File: src/rtl/pong_game_ctrl.sv
// pong_game_ctrl: pong game-phase sequencer (attract/serve/play/game-over) with score,
// lives, frame-timed serve delay and game-over hold, plus the registered RGB pixel mux.
// Ports:
//   clk, reset            system clock, synchronous active-high reset
//   btn[N_BTN]            debounced buttons; any 0->1 bit starts a game from NEW
//   hit, miss             one-cycle pulses from the graphics engine
//   frame_tick            one pulse per video frame (serve / game-over timing)
//   pixel_tick            pixel-rate enable for the rgb register
//   video_on, graph_on, graph_rgb, text_on, text_rgb   pixel sources
//   graph_still, ball_reset, state   Moore outputs decoded from the state register
//   score, lives_left     game counters
//   rgb                   registered pixel colour
module pong_game_ctrl #(
    parameter int N_BTN        = 4,
    parameter int LIVES        = 3,
    parameter int SCORE_W      = 4,
    parameter int SCORE_MAX    = 9,
    parameter int SERVE_FRAMES = 60,
    parameter int OVER_FRAMES  = 120,
    parameter int RGB_W        = 3,
    parameter logic [RGB_W-1:0] BG_RGB = 3'b110,
    localparam int LIV_W = $clog2(LIVES + 1)
) (
    input  logic               clk,
    input  logic               reset,
    input  logic [N_BTN-1:0]   btn,
    input  logic               hit,
    input  logic               miss,
    input  logic               frame_tick,
    input  logic               pixel_tick,
    input  logic               video_on,
    input  logic               graph_on,
    input  logic [RGB_W-1:0]   graph_rgb,
    input  logic               text_on,
    input  logic [RGB_W-1:0]   text_rgb,
    output logic               graph_still,
    output logic               ball_reset,
    output logic [1:0]         state,
    output logic [SCORE_W-1:0] score,
    output logic [LIV_W-1:0]   lives_left,
    output logic [RGB_W-1:0]   rgb
);
    localparam int TMAX  = SERVE_FRAMES > OVER_FRAMES ? SERVE_FRAMES : OVER_FRAMES;
    localparam int TMR_W = TMAX > 1 ? $clog2(TMAX) : 1;
    localparam logic [TMR_W-1:0]   SERVE_LAST = TMR_W'(SERVE_FRAMES - 1);
    localparam logic [TMR_W-1:0]   OVER_LAST  = TMR_W'(OVER_FRAMES - 1);
    localparam logic [SCORE_W-1:0] SCORE_TOP  = SCORE_W'(SCORE_MAX);

    typedef enum logic [1:0] {NEW = 2'd0, SERVE = 2'd1, PLAY = 2'd2, OVER = 2'd3} state_t;

    state_t             state_q, state_d;
    logic [SCORE_W-1:0] score_q, score_d;
    logic [LIV_W-1:0]   lives_q, lives_d;
    logic [TMR_W-1:0]   tmr_q, tmr_d;
    logic [RGB_W-1:0]   rgb_q, rgb_d;
    logic [N_BTN-1:0]   btn_prev_q;
    logic               start;

    // previous-btn resets to all ones so buttons held through reset never look like a press
    assign start = |(btn & ~btn_prev_q);

    always_ff @(posedge clk) begin
        if (reset) begin
            state_q    <= NEW;
            score_q    <= '0;
            lives_q    <= LIV_W'(LIVES);
            tmr_q      <= '0;
            rgb_q      <= '0;
            btn_prev_q <= '1;
        end else begin
            state_q    <= state_d;
            score_q    <= score_d;
            lives_q    <= lives_d;
            tmr_q      <= tmr_d;
            rgb_q      <= rgb_d;
            btn_prev_q <= btn;
        end
    end

    always_comb begin
        state_d = state_q;
        score_d = score_q;
        lives_d = lives_q;
        tmr_d   = tmr_q;
        case (state_q)
            NEW: if (start) begin
                state_d = SERVE;
                score_d = '0;
                lives_d = LIV_W'(LIVES);
                tmr_d   = '0;
            end
            SERVE: if (frame_tick) begin
                state_d = tmr_q == SERVE_LAST ? PLAY : SERVE;
                tmr_d   = tmr_q == SERVE_LAST ? '0 : tmr_q + TMR_W'(1);
            end
            PLAY: begin
                if (hit && score_q != SCORE_TOP)
                    score_d = score_q + SCORE_W'(1);
                if (miss) begin
                    lives_d = lives_q - LIV_W'(1);
                    tmr_d   = '0;
                    state_d = lives_q == LIV_W'(1) ? OVER : SERVE;
                end
            end
            default: if (frame_tick) begin
                state_d = tmr_q == OVER_LAST ? NEW : OVER;
                tmr_d   = tmr_q == OVER_LAST ? '0 : tmr_q + TMR_W'(1);
            end
        endcase
    end

    always_comb begin
        graph_still = state_q != PLAY;
        ball_reset  = state_q == NEW || state_q == SERVE;
        state       = state_q;
        score       = score_q;
        lives_left  = lives_q;
        rgb         = rgb_q;
        // text overlay only wins on the attract and game-over screens
        rgb_d = !pixel_tick ? rgb_q :
                !video_on ? '0 :
                (text_on && (state_q == NEW || state_q == OVER)) ? text_rgb :
                graph_on ? graph_rgb : BG_RGB;
    end
endmodule

File: config.mk
export PLATFORM = sky130hd
export DESIGN_NAME = pong_game_ctrl
export DESIGN_NICKNAME = d
export VERILOG_FILES = /design/src/rtl/pong_game_ctrl.sv
export SDC_FILE = /design/constraint.sdc
export NUM_CORES = 1
export LEC_CHECK = 0
export ABC_CLOCK_PERIOD_IN_PS = 2300
export CAP_MARGIN = 30
export CORE_MARGIN = 5
export CORE_UTILIZATION = 34
export CTS_CLUSTER_DIAMETER = 30
export CTS_CLUSTER_SIZE = 10
export DETAILED_ROUTE_END_ITERATION = 8
export GPL_TIMING_DRIVEN = 0
export SYNTH_ARGS = -nofsm -noshare
export SYNTH_HDL_FRONTEND = slang
export SYNTH_SLANG_ARGS = --single-unit
File: constraint.sdc
create_clock -name clk -period 2.3 [get_ports clk]
set_clock_uncertainty 0.05 [all_clocks]
set_input_delay 0.46 -clock clk [delete_from_list [all_inputs] [get_ports clk]]
set_output_delay 0.46 -clock clk [all_outputs]
set_load 0.005 [all_outputs]
==> reports/qor.yml <==
outcome: "finished, final reports clean"
detail-route-antenna-nets: 0
async_flop_share: 0
syn_inst: 146
htree_levels: 1
final-seq-area_um2: 445
cts_resized: 3
crit_arrival_ns: 1.70
grt_max_degree: 13
slew_headroom: 0.613
leakagePower_nw: 0.632
period_needed_ns: 2.21
cp-start-kind: "flop"
cts-root-buf: "clkbuf_8"
cts.sinks: 22
grt_pass1_vias: 1067
insertion_delay_ns: 0.26
initial_core_util: 0.351
grt.overflow.total: 0
fill_cells: 358
area_growth_pct: 34.0
wl_per_cell_um: 13.1
routed_wl_um: 2990
num_antenna_cells: 0
multi_input_area_um2: 756
drv_slew: 0
io_pins: 32
ys_types: 48
crit_type: "flop to output port"
hold_path_class: "flop to flop"
vias: 1159
clk_path_buf_depth: 2
die_area_um2: 5070
synth_enable_flop_cells: 0
numPortBuffers: 31
place_congestion: 0.821
track_usage: 0.122
grt_pass1_wl_um: 5000
synth_seq_area_share: 0.346
place_inst: 225
die_w_um: 71.2
vdd_drop_max_uv: 253
fin_cells: 229
coreArea_um2: 3630
fmax_mhz: 453
drc: 0
finalSetupViolations: 0
rows: 22
synth.avg_cell_area_um2: 8.72
fin_tns_setup_ns: 0
hold_viol_final: 0
fp.dieH_um: 71.2
end_kind: "output port"
syn_area_um2: 1270
cap_violations: 0
place_hpwl_um: 2310
holdBufCountCts: 0
vias_per_cell: 5.06
cts_tree: "done"
numCtsBuffers: 3
post_cts_buffers: 0
synth_warnings: 0
rsz0062_at_grt: "false"
ys.flop_type: "dfxtp_1"
pwr_density_cell_nw_per_um2: 546
worst-slew-pin-transition_ns: 0.575
synth_nets: 173
synth_seq_cells: 22
clk_pin_slew_ns: 0.08
antenna_found_initial: 0
drt-initial-drc-count: 65
finalNetCount: 209
firstDrtPassIters: 4
cp_max_fo: 7
finalCritPeriodShare: 0.959
drive_gt1_frac: 0.133
cp.required_ns: 1.79
==> registers in the layout (all words and copies together) (netlist names) <==
| register | count |
|---|---|
| btn_prev_q | 4 |
| lives_left | 2 |
| rgb | 3 |
| score | 4 |
| state | 2 |
| tmr_q | 7 |
==> cell usage in the layout, fill, tap and decap left out, types with 2 or more instances in the layout <==
cell type / instances
nand3b_1: 3
clkbuf_8: 4
nand3_1: 12
nand2b_1: 5
o2111ai_1: 2
dfxtp_1: 20
nor3_1: 4
a21oi_1: 12
inv_1: 9
o21ai_0: 2
nor2_1: 9
mux2i_1: 3
a31oi_1: 3
or2_2: 6
clkdlybuf4s50_1: 30
ha_1: 8
nor2b_1: 2
nand2_1: 12
==> final timing paths <==
path,slack [ns],to,from,cells after the start
setup / recovery,0.09,graph_still,state[0],4
hold / removal,0.42,rgb[1],rgb[1],2
setup reg to reg,0.32,state[1],state[0],8
hold reg to reg,0.42,rgb[1],rgb[1],2
==> synth_stat cells (all sizes together) (2+ instances only) <==
master	instances	area share
or2	6	0.029
o21ai	2	0.0079
nor3	4	0.016
o22ai	2	0.015
inv	9	0.027
dfxtp	22	0.35
ha	8	0.079
a31oi	3	0.015
nand3b	3	0.018
nand3	12	0.047
a211oi	2	0.016
mux2i	3	0.024
o2111ai	2	0.014
or3	2	0.014
a21oi	13	0.054
nand2	12	0.035
nor2b	3	0.021
nand2b	5	0.025
buf	3	0.018
nor2	10	0.031
==> kinds of logic (layout without fill, tap and decap cells) <==
kind of cell             after synthesis  count (layout)  share of synthesized area
flip-flops                            22              22                      0.346
adder cells (fa/ha/maj)                8               8                     0.0786
AO/OA/AOI/OAI                         34              34                      0.206
buffers and inverters                 14              49                     0.0609
AND/OR/NAND/NOR                       65              65                      0.285
multiplexers                           3               3                     0.0236
==> cell type report <==
type	instances	share of cell area
multi-input cells	110	0.443
flip-flops and latches	22	0.261
repair buffers	31	0.183
well taps	48	0.0352
clock buffers	4	0.0323
inverters	10	0.0301
plain buffers	4	0.0154
==> metrics by stage <==
step / power (mW) / util / hold slack (ns) / cell area, um2 / worst slack (ns)
6_report: 0.932 / 0.470 / 0.422 / 1710 / 0.0942
2_1_floorplan: 0.570 / - / 0.399 / 1270 / 0.432
5_1_grt: 0.990 / 0.470 / 0.459 / 1710 / 0.0233
3_5_place_dp: 0.666 / 0.452 / 0.417 / 1640 / 0.0256
4_1_cts: 0.950 / 0.469 / 0.429 / 1700 / 0.00904
3_3_place_gp: 0.659 / 0.452 / 0.410 / 1640 / 0.0662
==> power breakdown <==
part,internal [mW],switching (mW)
Combinational,0.120,0.130
Sequential,0.396,0.0113
Clock,0.152,0.122
==> routing by layer <==
| metal | GRT usage | wire, um | up-vias |
|---|---|---|---|
| met5 | 0 | 0 | - |
| met4 | 0.0480 | 48 | 0 |
| met3 | 0.0327 | 141 | 4 |
| met2 | 0.193 | 1470 | 27 |
| met1 | 0.156 | 1330 | 536 |
| li1 | - | - | 592 |
==> critical path: stages, from the launching register on <==
cell and delay (ns):
dfxtp_4 0.38, inv_1 0.06, ha_1 0.27, bufinv_8 0.23, clkdlybuf4s50_1 0.50
Note: power is estimated with default switching activity, not from simulation.
